File: src/rtl/intlv_pkg.sv
// Shared constants for the interleaver frame controller:
// link-id to frame-length map, state encoding, default turnaround gap.
package intlv_pkg;

    localparam int PKG_LEN_W   = 13;
    localparam int GAP_CYC_DEF = 2;

    localparam logic [4:0] LINK_ID_20 = 5'd20;
    localparam logic [4:0] LINK_ID_21 = 5'd21;
    localparam logic [4:0] LINK_ID_22 = 5'd22;
    localparam logic [4:0] LINK_ID_23 = 5'd23;
    localparam logic [4:0] LINK_ID_24 = 5'd24;

    localparam logic [PKG_LEN_W-1:0] M_LEN_20 = 13'h060;
    localparam logic [PKG_LEN_W-1:0] M_LEN_21 = 13'h2E0;
    localparam logic [PKG_LEN_W-1:0] M_LEN_22 = 13'hC30;
    localparam logic [PKG_LEN_W-1:0] M_LEN_23 = 13'h11C0;
    localparam logic [PKG_LEN_W-1:0] M_LEN_24 = 13'hECC;

    typedef enum logic [2:0] {
        ST_IDLE     = 3'd0,
        ST_LOAD     = 3'd1,
        ST_WAIT_SRC = 3'd2,
        ST_WRITE    = 3'd3,
        ST_GAP      = 3'd4,
        ST_READ     = 3'd5,
        ST_DONE     = 3'd6
    } state_t;

endpackage

File: src/rtl/intlv_len_lut.sv
// Link id to frame length lookup; flags ids outside the supported set.
module intlv_len_lut
    import intlv_pkg::*;
#(
    parameter int LEN_W = PKG_LEN_W
) (
    input  logic [4:0]       link_id,
    output logic [LEN_W-1:0] len,
    output logic             legal
);

    always_comb begin
        len   = '0;
        legal = 1'b1;
        unique case (1'b1)
            (link_id == LINK_ID_20): len = LEN_W'(M_LEN_20);
            (link_id == LINK_ID_21): len = LEN_W'(M_LEN_21);
            (link_id == LINK_ID_22): len = LEN_W'(M_LEN_22);
            (link_id == LINK_ID_23): len = LEN_W'(M_LEN_23);
            (link_id == LINK_ID_24): len = LEN_W'(M_LEN_24);
            default:                 legal = 1'b0;
        endcase
    end

endmodule

File: src/rtl/intlv_frame_ctrl.sv
// Frame sequencer: command accept, contiguous write burst,
// turnaround gap, then backpressured read strobes and completion pulse.
module intlv_frame_ctrl
    import intlv_pkg::*;
#(
    parameter int LEN_W   = 13,
    parameter int CNT_W   = 16,
    parameter int GAP_CYC = GAP_CYC_DEF
) (
    input  logic             clk,
    input  logic             n_rst,
    input  logic             cmd_vld,
    input  logic [4:0]       cmd_link_id,
    output logic             cmd_rdy,
    input  logic             src_vld,
    output logic             src_rdy,
    input  logic             dst_rdy,
    output logic [LEN_W-1:0] m_len,
    output logic             din_vld,
    output logic             request,
    output logic             busy,
    output logic             frame_done,
    output logic             err_link
);

    state_t           state;
    logic [CNT_W-1:0] cnt;
    logic [2:0]       gap_cnt;
    logic [LEN_W-1:0] lut_len;
    logic             lut_legal;
    logic             last;

    intlv_len_lut #(.LEN_W(LEN_W)) u_lut (
        .link_id (cmd_link_id),
        .len     (lut_len),
        .legal   (lut_legal)
    );

    assign last = (cnt + CNT_W'(1)) == CNT_W'(m_len);

    // Strobes are decodes of registered state, gated only by the handshakes
    assign cmd_rdy    = (state == ST_IDLE);
    assign busy       = (state != ST_IDLE);
    assign din_vld    = (state == ST_WAIT_SRC) && src_vld;
    assign src_rdy    = (state == ST_WRITE) || din_vld;
    assign request    = (state == ST_READ) && dst_rdy;
    assign frame_done = (state == ST_DONE);

    always_ff @(posedge clk or negedge n_rst) begin
        if (!n_rst) begin
            state    <= ST_IDLE;
            cnt      <= '0;
            gap_cnt  <= '0;
            m_len    <= '0;
            err_link <= 1'b0;
        end else begin
            err_link <= 1'b0;
            unique case (state)
                ST_IDLE: begin
                    if (cmd_vld) begin
                        if (lut_legal) begin
                            m_len <= lut_len;
                            state <= ST_LOAD;
                        end else begin
                            err_link <= 1'b1;
                        end
                    end
                end
                ST_LOAD: state <= ST_WAIT_SRC;
                ST_WAIT_SRC: begin
                    if (src_vld) begin
                        cnt <= CNT_W'(1);
                        if (m_len == LEN_W'(1)) state <= ST_GAP;
                        else                    state <= ST_WRITE;
                    end
                end
                ST_WRITE: begin
                    cnt <= cnt + CNT_W'(1);
                    if (last) state <= ST_GAP;
                end
                ST_GAP: begin
                    cnt <= '0;
                    if (gap_cnt == 3'(GAP_CYC - 1)) begin
                        gap_cnt <= '0;
                        state   <= ST_READ;
                    end else begin
                        gap_cnt <= gap_cnt + 3'd1;
                    end
                end
                ST_READ: begin
                    if (dst_rdy) begin
                        cnt <= cnt + CNT_W'(1);
                        if (last) state <= ST_DONE;
                    end
                end
                ST_DONE: begin
                    cnt   <= '0;
                    state <= ST_IDLE;
                end
                default: state <= ST_IDLE;
            endcase
        end
    end

endmodule

File: config.mk
export PLATFORM = sky130hd
export DESIGN_NAME = intlv_frame_ctrl
export DESIGN_NICKNAME = d
export VERILOG_FILES = /design/src/rtl/intlv_pkg.sv /design/src/rtl/intlv_len_lut.sv /design/src/rtl/intlv_frame_ctrl.sv
export SDC_FILE = /design/constraint.sdc
export NUM_CORES = 1
export LEC_CHECK = 0
export ABC_AREA = 1
export CORE_MARGIN = 5
export CORE_UTILIZATION = 45
export CTS_BUF_LIST = sky130_fd_sc_hd__clkbuf_8
export DETAILED_ROUTE_END_ITERATION = 8
export PLACE_DENSITY = 0.67
export RECOVER_POWER = 25
export SLEW_MARGIN = 20
export SYNTH_ARGS = -nofsm -noshare
export SYNTH_HDL_FRONTEND = slang
export SYNTH_HIERARCHICAL = 1
export SYNTH_SLANG_ARGS = --single-unit
File: constraint.sdc
create_clock -name clk -period 4.16 [get_ports clk]
set_clock_uncertainty 0.1 [all_clocks]
set_input_delay 1.04 -clock clk [delete_from_list [all_inputs] [get_ports clk]]
set_output_delay 1.04 -clock clk [all_outputs]
set_load 0.01 [all_outputs]
* Word-level counts from Yosys, hierarchy flattened
Index checks and enable logic that the tools add are counted.
Widths: inputs -> output; s select.
** Cells by class
- Equal/unequal tests :: 21
- Multiplexer cells :: 18
- Add/subtract/negate cells :: 2
- Reduce and logical (&&, ||, !) cells :: 11
** Operators with widths (number)
- $pmux 13 s5 :: 1
- $pmux 16 s4 :: 1
- $mux 16 :: 2
- $mux 3 :: 9
- $eq 5x5->1 const B :: 5
- $pmux 3 s6 :: 1
- $add 16x1->16 const B :: 1
- $eq 16x13->1 :: 1
- $eq 13x1->1 const B :: 1
- $ne 2x2->1 const B :: 6
- $eq 3x3->1 const B :: 3
- $reduce_and 7->1 :: 1
- $eq 3x1->1 const B :: 2
- $eq 3x2->1 const B :: 2
- $reduce_and 3->1 :: 2
- $reduce_or 5->1 :: 1
- $mux 1 :: 4
- $reduce_bool 4->1 :: 1
- $add 3x1->3 const B :: 1
- $logic_not 3->1 :: 1
- $reduce_bool 3->1 :: 1
- $logic_and 1x1->1 :: 2
- $ne 2x1->1 const B :: 1
- $reduce_or 2->1 :: 1
- $logic_or 1x1->1 :: 1
** Word-level totals
- Input port bits :: 10
- Bits in registers :: 36
- Output and inout port bits :: 20
- Logic and storage cells :: 57

* Depth between registers and ports, before layout
Gate-level depths: netlist of run 1.
- Depth after elaboration :: 6
- Mapped depth :: 16

* Hierarchy
Netlist of run 1, hierarchy kept.
** Modules (own cells, without submodules)
- intlv_frame_ctrl :: times used 1, area an instance 2185.8 sq um, seq. area each 900.9 sq um, cells an instance 295
- intlv_len_lut :: times used 1, area an instance 148.9 sq um, seq. area each 0.0 sq um, cells an instance 31

* Worst setup path before layout of run 1
Ideal clock, no wire load.
- Kind :: input to output
- From :: input src_vld
- To :: output src_rdy
- Setup slack :: 1.726 ns
- Path buffers :: 0
- Arrival time :: 1.294 ns
- Stages :: 2
- Required time :: 3.020 ns
- Cells stage by stage :: inv_1 -> a21oi_1
** Between the ends
- Longest elaborated chain between the ends :: 2
** RTL lines
- start, declared :: RTL line intlv_frame_ctrl.sv:15 : input logic src_vld,
- $logic_and 1x1->1 :: RTL line intlv_frame_ctrl.sv:44 : assign din_vld = (state == ST_WAIT_SRC) && src_vld;
- $logic_or 1x1->1 :: RTL line intlv_frame_ctrl.sv:45 : assign src_rdy = (state == ST_WRITE) || din_vld;
- end, declared :: RTL line intlv_frame_ctrl.sv:16 : output logic src_rdy,
Every way passes these cells.

* Final worst setup path of run 1
- From :: input src_vld
- To :: output din_vld
** Between the ends
- Longest elaborated chain between the ends :: 1
** RTL lines
- $logic_and 1x1->1 :: RTL line intlv_frame_ctrl.sv:44
- end, declared :: RTL line intlv_frame_ctrl.sv:19 : output logic din_vld,
Every way passes these cells.

==> metrics.txt, run 1 <==
# TYPE chip_impl_metric gauge
chip_impl_info{name="status",value="finished with violations"} 1
chip_impl_info{name="failed_checks",value="capacitance limit, slew limit"} 1
chip_impl_metric{name="max_cap_violations",unit=""} 1
chip_impl_metric{name="area.growth.synth_to_final",unit="%"} 17.4
chip_impl_metric{name="dieWidth",unit="um"} 82.0
chip_impl_metric{name="start_util",unit=""} 0.460
chip_impl_metric{name="ys_seq_area_frac",unit=""} 0.386
chip_impl_metric{name="overall_power_consumption",unit="mW"} 1.40
chip_impl_metric{name="number_of_diodes_added_for_antenna_fixing",unit=""} 0
chip_impl_info{name="critPathLaunchType",value="primary input"} 1
chip_impl_metric{name="mean_routed_wirelength_per_cell",unit="um"} 12.4
chip_impl_info{name="synthTopCellsByArea",value="dfrtp_1 39%, nand2_1 13%, inv_1 7.4%"} 1
chip_impl_info{name="type_of_destination_of_the_critical_path",value="output port"} 1
chip_impl_metric{name="critPathArrivalTime",unit="ns"} 2.29
chip_impl_metric{name="netlist-cell-type-count",unit=""} 32
chip_impl_metric{name="hold_violations",unit=""} 0
chip_impl_metric{name="clk_pin_slew_worst_paths",unit="ns"} 0.07
chip_impl_metric{name="routed-via-count",unit=""} 2122
chip_impl_metric{name="report.final.slew_viol_count",unit=""} 37
chip_impl_info{name="cp_cell_sequence",value="clkdlybuf4s50_1, inv_1, nor2_1, clkdlybuf4s50_1"} 1
chip_impl_metric{name="final_cell_count_no_fill",unit=""} 425
chip_impl_metric{name="placed_cell_area",unit="mm^2"} 0.00266
chip_impl_info{name="gr-max-usage-layer",value="met2"} 1
chip_impl_metric{name="numPortBuffers",unit=""} 29
chip_impl_info{name="timing.hold.worst.class",value="reg2reg"} 1
chip_impl_metric{name="post-place-cells",unit=""} 418
chip_impl_metric{name="nNetsFinal",unit=""} 366
chip_impl_metric{name="final_util",unit=""} 0.540
chip_impl_metric{name="cts_inserted_buffers",unit=""} 5
chip_impl_metric{name="final.setup.tns",unit="ns"} 0
chip_impl_metric{name="cts_hold_buf",unit=""} 0
chip_impl_metric{name="chipHeight",unit="um"} 82.0
chip_impl_metric{name="async_sr_flop_fraction",unit=""} 1.00
chip_impl_metric{name="use_met2",unit=""} 0.284
chip_impl_metric{name="total_iterations_of_the_first_detailed_routing_run",unit=""} 4
chip_impl_metric{name="critical_path.max_fanout",unit=""} 2
chip_impl_metric{name="globalRouteTotalUtil",unit=""} 0.177
chip_impl_metric{name="drtAntennaViolNets",unit=""} 0
chip_impl_metric{name="design_area",unit="mm^2"} 0.00274
chip_impl_metric{name="synthesis.yosys.warnings",unit=""} 6
chip_impl_metric{name="synth_area_per_cell",unit="um^2"} 7.16
chip_impl_info{name="critPathSlowestCell",value="clkdlybuf4s50_1"} 1
chip_impl_metric{name="cts_sinks",unit=""} 36
chip_impl_metric{name="grt.met3_usage",unit=""} 0.0395
chip_impl_metric{name="number_of_setup_violations_in_the_final_report",unit=""} 0
chip_impl_metric{name="antenna_violations_before_repair",unit=""} 0
chip_impl_metric{name="cts-resized-gates",unit=""} 0
chip_impl_info{name="worst_path_dominant_cell_family",value="buffers and inverters"} 1
chip_impl_metric{name="crit_required",unit="ns"} 3.02
chip_impl_metric{name="post_cts_buffers",unit=""} 0
chip_impl_info{name="yosysTopAreaCell",value="dfrtp_1"} 1
chip_impl_metric{name="drc",unit=""} 0
chip_impl_metric{name="die_area",unit="mm^2"} 0.00673
chip_impl_metric{name="fin_crit_sh",unit=""} 0.824
chip_impl_metric{name="drive_above_1_share",unit=""} 0.101
chip_impl_info{name="timing.critical_path.mode_cell",value="clkdlybuf4s50_1"} 1
chip_impl_metric{name="clkLatencyLatePin",unit="ns"} 0.28
chip_impl_info{name="yosysMostFrequentCell",value="nand2_1"} 1
chip_impl_metric{name="routed_wirelength",unit="mm"} 5.28
chip_impl_metric{name="grt_pass1_vias",unit=""} 1981
chip_impl_metric{name="static-leakage-power",unit="nW"} 1.31
chip_impl_metric{name="fin_worst_hold_slack",unit="ns"} 0.402
chip_impl_metric{name="pre_cts_ws",unit="ns"} 0.715
chip_impl_metric{name="worst_slew_pin_slew",unit="ns"} 1.98
chip_impl_metric{name="synth-edff-count",unit=""} 0
chip_impl_metric{name="grt_max_degree",unit=""} 37
chip_impl_metric{name="dp_hpwl",unit="mm"} 4.07
chip_impl_metric{name="timing.slew.headroom",unit=""} -0.319
chip_impl_info{name="cts.root.buffer_cell",value="clkbuf_8"} 1
chip_impl_metric{name="vdd_ir_drop_max",unit="mV"} 0.359
chip_impl_metric{name="initialDrtViolationCount",unit=""} 135
chip_impl_info{name="critPathKind",value="in2out"} 1
chip_impl_metric{name="synth-seq-cells",unit=""} 36
chip_impl_metric{name="core-area",unit="mm^2"} 0.00507
chip_impl_info{name="tritoncts",value="yes"} 1
chip_impl_metric{name="cp.buffers_inverters",unit=""} 3
chip_impl_metric{name="smallest_setup_slack_after_layout",unit="ns"} 0.732
chip_impl_info{name="rsz0062_at_grt",value="no"} 1
chip_impl_metric{name="met1_usage",unit=""} 0.238
chip_impl_metric{name="ios",unit=""} 30
chip_impl_metric{name="cts.path.max_buffers",unit=""} 2
chip_impl_metric{name="grt_pass1_wl",unit="mm"} 9.05
chip_impl_metric{name="postSynthCellCount",unit=""} 326
chip_impl_metric{name="fmax",unit="MHz"} 292
chip_impl_metric{name="globalRouteOverflowTotal",unit=""} 0
chip_impl_info{name="synth_top_flop_cell",value="dfrtp_1"} 1
chip_impl_metric{name="htree_levels",unit=""} 2
chip_impl_metric{name="final_weighted_congestion_in_routability_driven_placement",unit=""} 0.821
chip_impl_info{name="synth_common_cells",value="78 x nand2_1, 46 x inv_1, 45 x nor2_1"} 1
chip_impl_metric{name="cell_area_after_technology_mapping",unit="mm^2"} 0.00233
chip_impl_metric{name="std_cell_rows",unit=""} 26
chip_impl_metric{name="critical-path-max-stage-delay",unit="ns"} 0.56
chip_impl_metric{name="min_cycle_time_layout",unit="ns"} 3.43
chip_impl_metric{name="avgViaCountPerCell",unit=""} 4.99
chip_impl_metric{name="power_density",unit="mW/mm^2"} 511
chip_impl_metric{name="yosysTopAreaCellShare",unit=""} 0.386
registers in the layout, indices dropped and copies added, names as in the netlist:
name,cells
m_len,13
state,3
err_link,1
cnt,16
gap_cnt,3
path summary, 6_finish.rpt:
check                            from         end  slack (ns)  depth (start not counted)
max                           src_vld     din_vld        0.73                          4
min                        gap_cnt[0]  gap_cnt[0]        0.40                          1
max reg2reg                  state[1]      cnt[1]        1.83                         11
min reg2reg                gap_cnt[0]  gap_cnt[0]        0.40                          1
max in group asynchronous       n_rst    state[2]        1.61                          1
min in group asynchronous       n_rst      cnt[3]        1.20                          1
logic make-up (layout without fill, tap and decap cells):
kind of cell	count (synthesis)	in the layout	share of synthesized area
and+or+nand+nor	178	178	0.342
other	1	2	0.00161
xor gates and xnor gates	7	7	0.0359
adders and majority gates	1	1	0.00536
buffers and inverters	56	84	0.0991
AOI/OAI and AO/OA	42	42	0.106
DFF	36	36	0.386
muxes	5	5	0.0241
per-layer routing:
layer	up-vias	part of all wire
li1	1099	-
met1	971	0.49
met2	46	0.45
met3	6	0.047
met4	0	0.014
met5	-	0
cell usage in the layout (no fill, tap or decap), drive strengths merged:
cell type | netlist | final
nor2 | 52 | 52
ha | 1 | 1
xor3 | 1 | 1
inv | 47 | 48
clkbuf | 2 | 6
mux2 | 5 | 5
o21ai | 14 | 14
nand3 | 30 | 30
a22o | 1 | 1
clkdlybuf4s50 | 0 | 28
xor2 | 5 | 5
nand2 | 86 | 86
clkinv | 0 | 1
a21oi | 15 | 15
buf | 7 | 1
nor3 | 4 | 4
nand3b | 1 | 1
nor4 | 1 | 1
dfrtp | 36 | 36
nand4 | 4 | 4
conb | 1 | 2
xnor2 | 1 | 1
o22ai | 12 | 12
cell type report:
cell class | count | area [um^2]
fillers | 528 | 2330
clock buffers | 5 | 68.8
well taps | 70 | 87.6
multi-input cells | 235 | 1210
clock inverters | 2 | 8.76
repair buffers | 30 | 292
inverters | 47 | 176
flip-flops and latches | 36 | 901
where the power goes:
part           leakage [nW]  switching, mW  internal [mW]
Combinational         0.801          0.363          0.286
Sequential            0.468         0.0929          0.428
Clock                0.0452          0.118          0.111
Power figures use the tool's default switching activity.
==> run 2, diff against run 1 <==
==> constraint.sdc (replaced) <==
create_clock -name clk -period 3.35 [get_ports clk]
set_clock_uncertainty 0.1 [all_clocks]
set_input_delay 0.8375 -clock clk [delete_from_list [all_inputs] [get_ports clk]]
set_output_delay 0.8375 -clock clk [all_outputs]
set_load 0.01 [all_outputs]
==> metrics.txt, run 2 (synthesized netlist as in run 1, its figures left out) <==
# TYPE chip_impl_metric gauge
chip_impl_metric{name="number_of_setup_violations_in_the_final_report",unit=""} 0
chip_impl_metric{name="std_cell_rows",unit=""} 26
chip_impl_metric{name="timing.slew.headroom",unit=""} -0.328
chip_impl_info{name="cp_cell_sequence",value="clkdlybuf4s50_1, inv_1, nor2_1, clkdlybuf4s50_1"} 1
chip_impl_info{name="r2r_end",value="state[0]"} 1
chip_impl_info{name="critPathKind",value="in2out"} 1
chip_impl_metric{name="final.setup.tns",unit="ns"} 0
chip_impl_metric{name="mean_routed_wirelength_per_cell",unit="um"} 12.5
chip_impl_metric{name="fin_crit_sh",unit=""} 0.901
chip_impl_info{name="largest_registers",value="cnt: 16 flops, m_len: 13 flops"} 1
chip_impl_metric{name="rrSetupSlack",unit="ns"} 1.02
chip_impl_info{name="tritoncts",value="yes"} 1
chip_impl_metric{name="numPortBuffers",unit=""} 29
chip_impl_metric{name="die_area",unit="mm^2"} 0.00673
chip_impl_metric{name="globalRouteOverflowTotal",unit=""} 0
chip_impl_info{name="critPathLaunchType",value="primary input"} 1
chip_impl_info{name="type_of_destination_of_the_critical_path",value="output port"} 1
chip_impl_metric{name="grt_pass1_wl",unit="mm"} 9.16
chip_impl_info{name="worstHoldEndpoint",value="gap_cnt[0]"} 1
chip_impl_metric{name="grt_max_degree",unit=""} 37
chip_impl_metric{name="routed_wirelength",unit="mm"} 5.35
chip_impl_metric{name="final_weighted_congestion_in_routability_driven_placement",unit=""} 0.822
chip_impl_info{name="status",value="finished with violations"} 1
chip_impl_metric{name="drc",unit=""} 0
chip_impl_metric{name="routed-via-count",unit=""} 2071
chip_impl_metric{name="cts_hold_buf",unit=""} 0
chip_impl_metric{name="clk_pin_slew_worst_paths",unit="ns"} 0.07
chip_impl_metric{name="design_area",unit="mm^2"} 0.00276
chip_impl_info{name="rsz0062_at_grt",value="no"} 1
chip_impl_metric{name="ios",unit=""} 30
chip_impl_metric{name="cts.path.max_buffers",unit=""} 2
chip_impl_metric{name="area_of_combinational_cells_with_multiple_inputs",unit="mm^2"} 0.00121
chip_impl_metric{name="htree_levels",unit=""} 2
chip_impl_info{name="timing.hold.worst.class",value="reg2reg"} 1
chip_impl_metric{name="vdd_ir_drop_max",unit="mV"} 0.403
chip_impl_metric{name="chipHeight",unit="um"} 82.0
chip_impl_metric{name="dp_hpwl",unit="mm"} 4.05
chip_impl_metric{name="fin_worst_hold_slack",unit="ns"} 0.401
chip_impl_metric{name="smallest_setup_slack_after_layout",unit="ns"} 0.331
chip_impl_info{name="origin_of_the_worst_min_delay_path",value="gap_cnt[0]"} 1
chip_impl_metric{name="hold_violations",unit=""} 0
chip_impl_metric{name="cts-resized-gates",unit=""} 0
chip_impl_metric{name="static-leakage-power",unit="nW"} 1.32
chip_impl_metric{name="pre_cts_ws",unit="ns"} 0.326
chip_impl_info{name="timing.critical_path.mode_cell",value="clkdlybuf4s50_1"} 1
chip_impl_metric{name="register_area",unit="um^2"} 901
chip_impl_metric{name="initialDrtViolationCount",unit=""} 122
chip_impl_metric{name="cts_inserted_buffers",unit=""} 5
chip_impl_info{name="layout_commonest_cell",value="nand2_1"} 1
chip_impl_metric{name="crit_required",unit="ns"} 2.41
chip_impl_metric{name="fmax",unit="MHz"} 331
chip_impl_info{name="failed_checks",value="capacitance limit, slew limit"} 1
chip_impl_metric{name="clkLatencyLatePin",unit="ns"} 0.29
chip_impl_metric{name="timing.reg2reg.worst_path_depth",unit=""} 14
chip_impl_metric{name="start_util",unit=""} 0.460
chip_impl_metric{name="total_iterations_of_the_first_detailed_routing_run",unit=""} 4
chip_impl_metric{name="grt_pass1_vias",unit=""} 1958
chip_impl_metric{name="drtAntennaViolNets",unit=""} 0
chip_impl_metric{name="critPathArrivalTime",unit="ns"} 2.08
chip_impl_metric{name="avgViaCountPerCell",unit=""} 4.85
chip_impl_metric{name="report.final.slew_viol_count",unit=""} 37
chip_impl_metric{name="drive_above_1_share",unit=""} 0.106
chip_impl_info{name="leading_cell_types_in_the_layout_fill_and_taps_excluded",value="78 x nand2_1, 47 x inv_1, 45 x nor2_1"} 1
chip_impl_metric{name="cts_sinks",unit=""} 36
chip_impl_metric{name="critical_path.max_fanout",unit=""} 2
chip_impl_info{name="critical_path.reg2reg.startpoint",value="cnt[0]"} 1
chip_impl_info{name="critPathSlowestCell",value="clkdlybuf4s50_1"} 1
chip_impl_metric{name="min_path_cells",unit=""} 1
chip_impl_metric{name="worst_slew_pin_slew",unit="ns"} 1.99
chip_impl_metric{name="placed_cell_area",unit="mm^2"} 0.00268
chip_impl_metric{name="number_of_diodes_added_for_antenna_fixing",unit=""} 0
chip_impl_metric{name="cp.buffers_inverters",unit=""} 3
chip_impl_metric{name="n_fill_cell",unit=""} 531
chip_impl_info{name="cts.root.buffer_cell",value="clkbuf_8"} 1
chip_impl_metric{name="max_cap_violations",unit=""} 1
chip_impl_metric{name="core-area",unit="mm^2"} 0.00507
chip_impl_metric{name="critical-path-max-stage-delay",unit="ns"} 0.56
chip_impl_metric{name="area.growth.synth_to_final",unit="%"} 18.0
chip_impl_metric{name="globalRouteTotalUtil",unit=""} 0.181
chip_impl_info{name="worst_path_dominant_cell_family",value="buffers and inverters"} 1
chip_impl_metric{name="overall_power_consumption",unit="mW"} 1.75
chip_impl_info{name="largest-register",value="cnt"} 1
chip_impl_metric{name="dieWidth",unit="um"} 82.0
chip_impl_metric{name="antenna_violations_before_repair",unit=""} 0
chip_impl_metric{name="power_density",unit="mW/mm^2"} 636
chip_impl_metric{name="post_cts_buffers",unit=""} 0
chip_impl_metric{name="largest_reg_flops",unit=""} 16
chip_impl_metric{name="nNetsFinal",unit=""} 368
chip_impl_metric{name="min_cycle_time_layout",unit="ns"} 3.02
run 2: where the power goes:
group	switching, mW	internal [mW]
clock	0.151	0.138
combinational	0.454	0.360
sequential	0.115	0.532
run 2: worst max-delay path by stage:
stage / startpoint / to / slack (ns) / cells past startpoint
after floorplan: cmd_link_id[3] / m_len[10] / 1.25 / 7
after global placement: src_vld / src_rdy / 0.35 / 4
after detailed placement: src_vld / src_rdy / 0.33 / 4
after CTS: src_vld / src_rdy / 0.32 / 4
after global routing: src_vld / din_vld / 0.24 / 4
final: src_vld / din_vld / 0.33 / 4
run 2: through the flow:
step / std cells / utilization
2_1_floorplan: 327 / -
3_3_place_gp: 420 / 0.528
3_5_place_dp: 420 / 0.528
4_1_cts: 427 / 0.543
5_1_grt: 427 / 0.543
6_report: 427 / 0.543
run 2: metal layers:
metal / vias to the layer above / global-route usage / share of wire
li1: 1100 / - / -
met1: 924 / 0.254 / 0.49
met2: 41 / 0.280 / 0.45
met3: 6 / 0.0274 / 0.043
met4: 0 / 0.0681 / 0.015
met5: - / 0 / 0
run 2: layout make-up:
class | instances | share of cell area
Inverter | 47 | 0.0640
Multi-Input combinational cell | 235 | 0.438
Clock inverter | 2 | 0.00318
Clock buffer | 5 | 0.0250
Sequential cell | 36 | 0.327
Timing Repair Buffer | 32 | 0.111
Tap cell | 70 | 0.0318
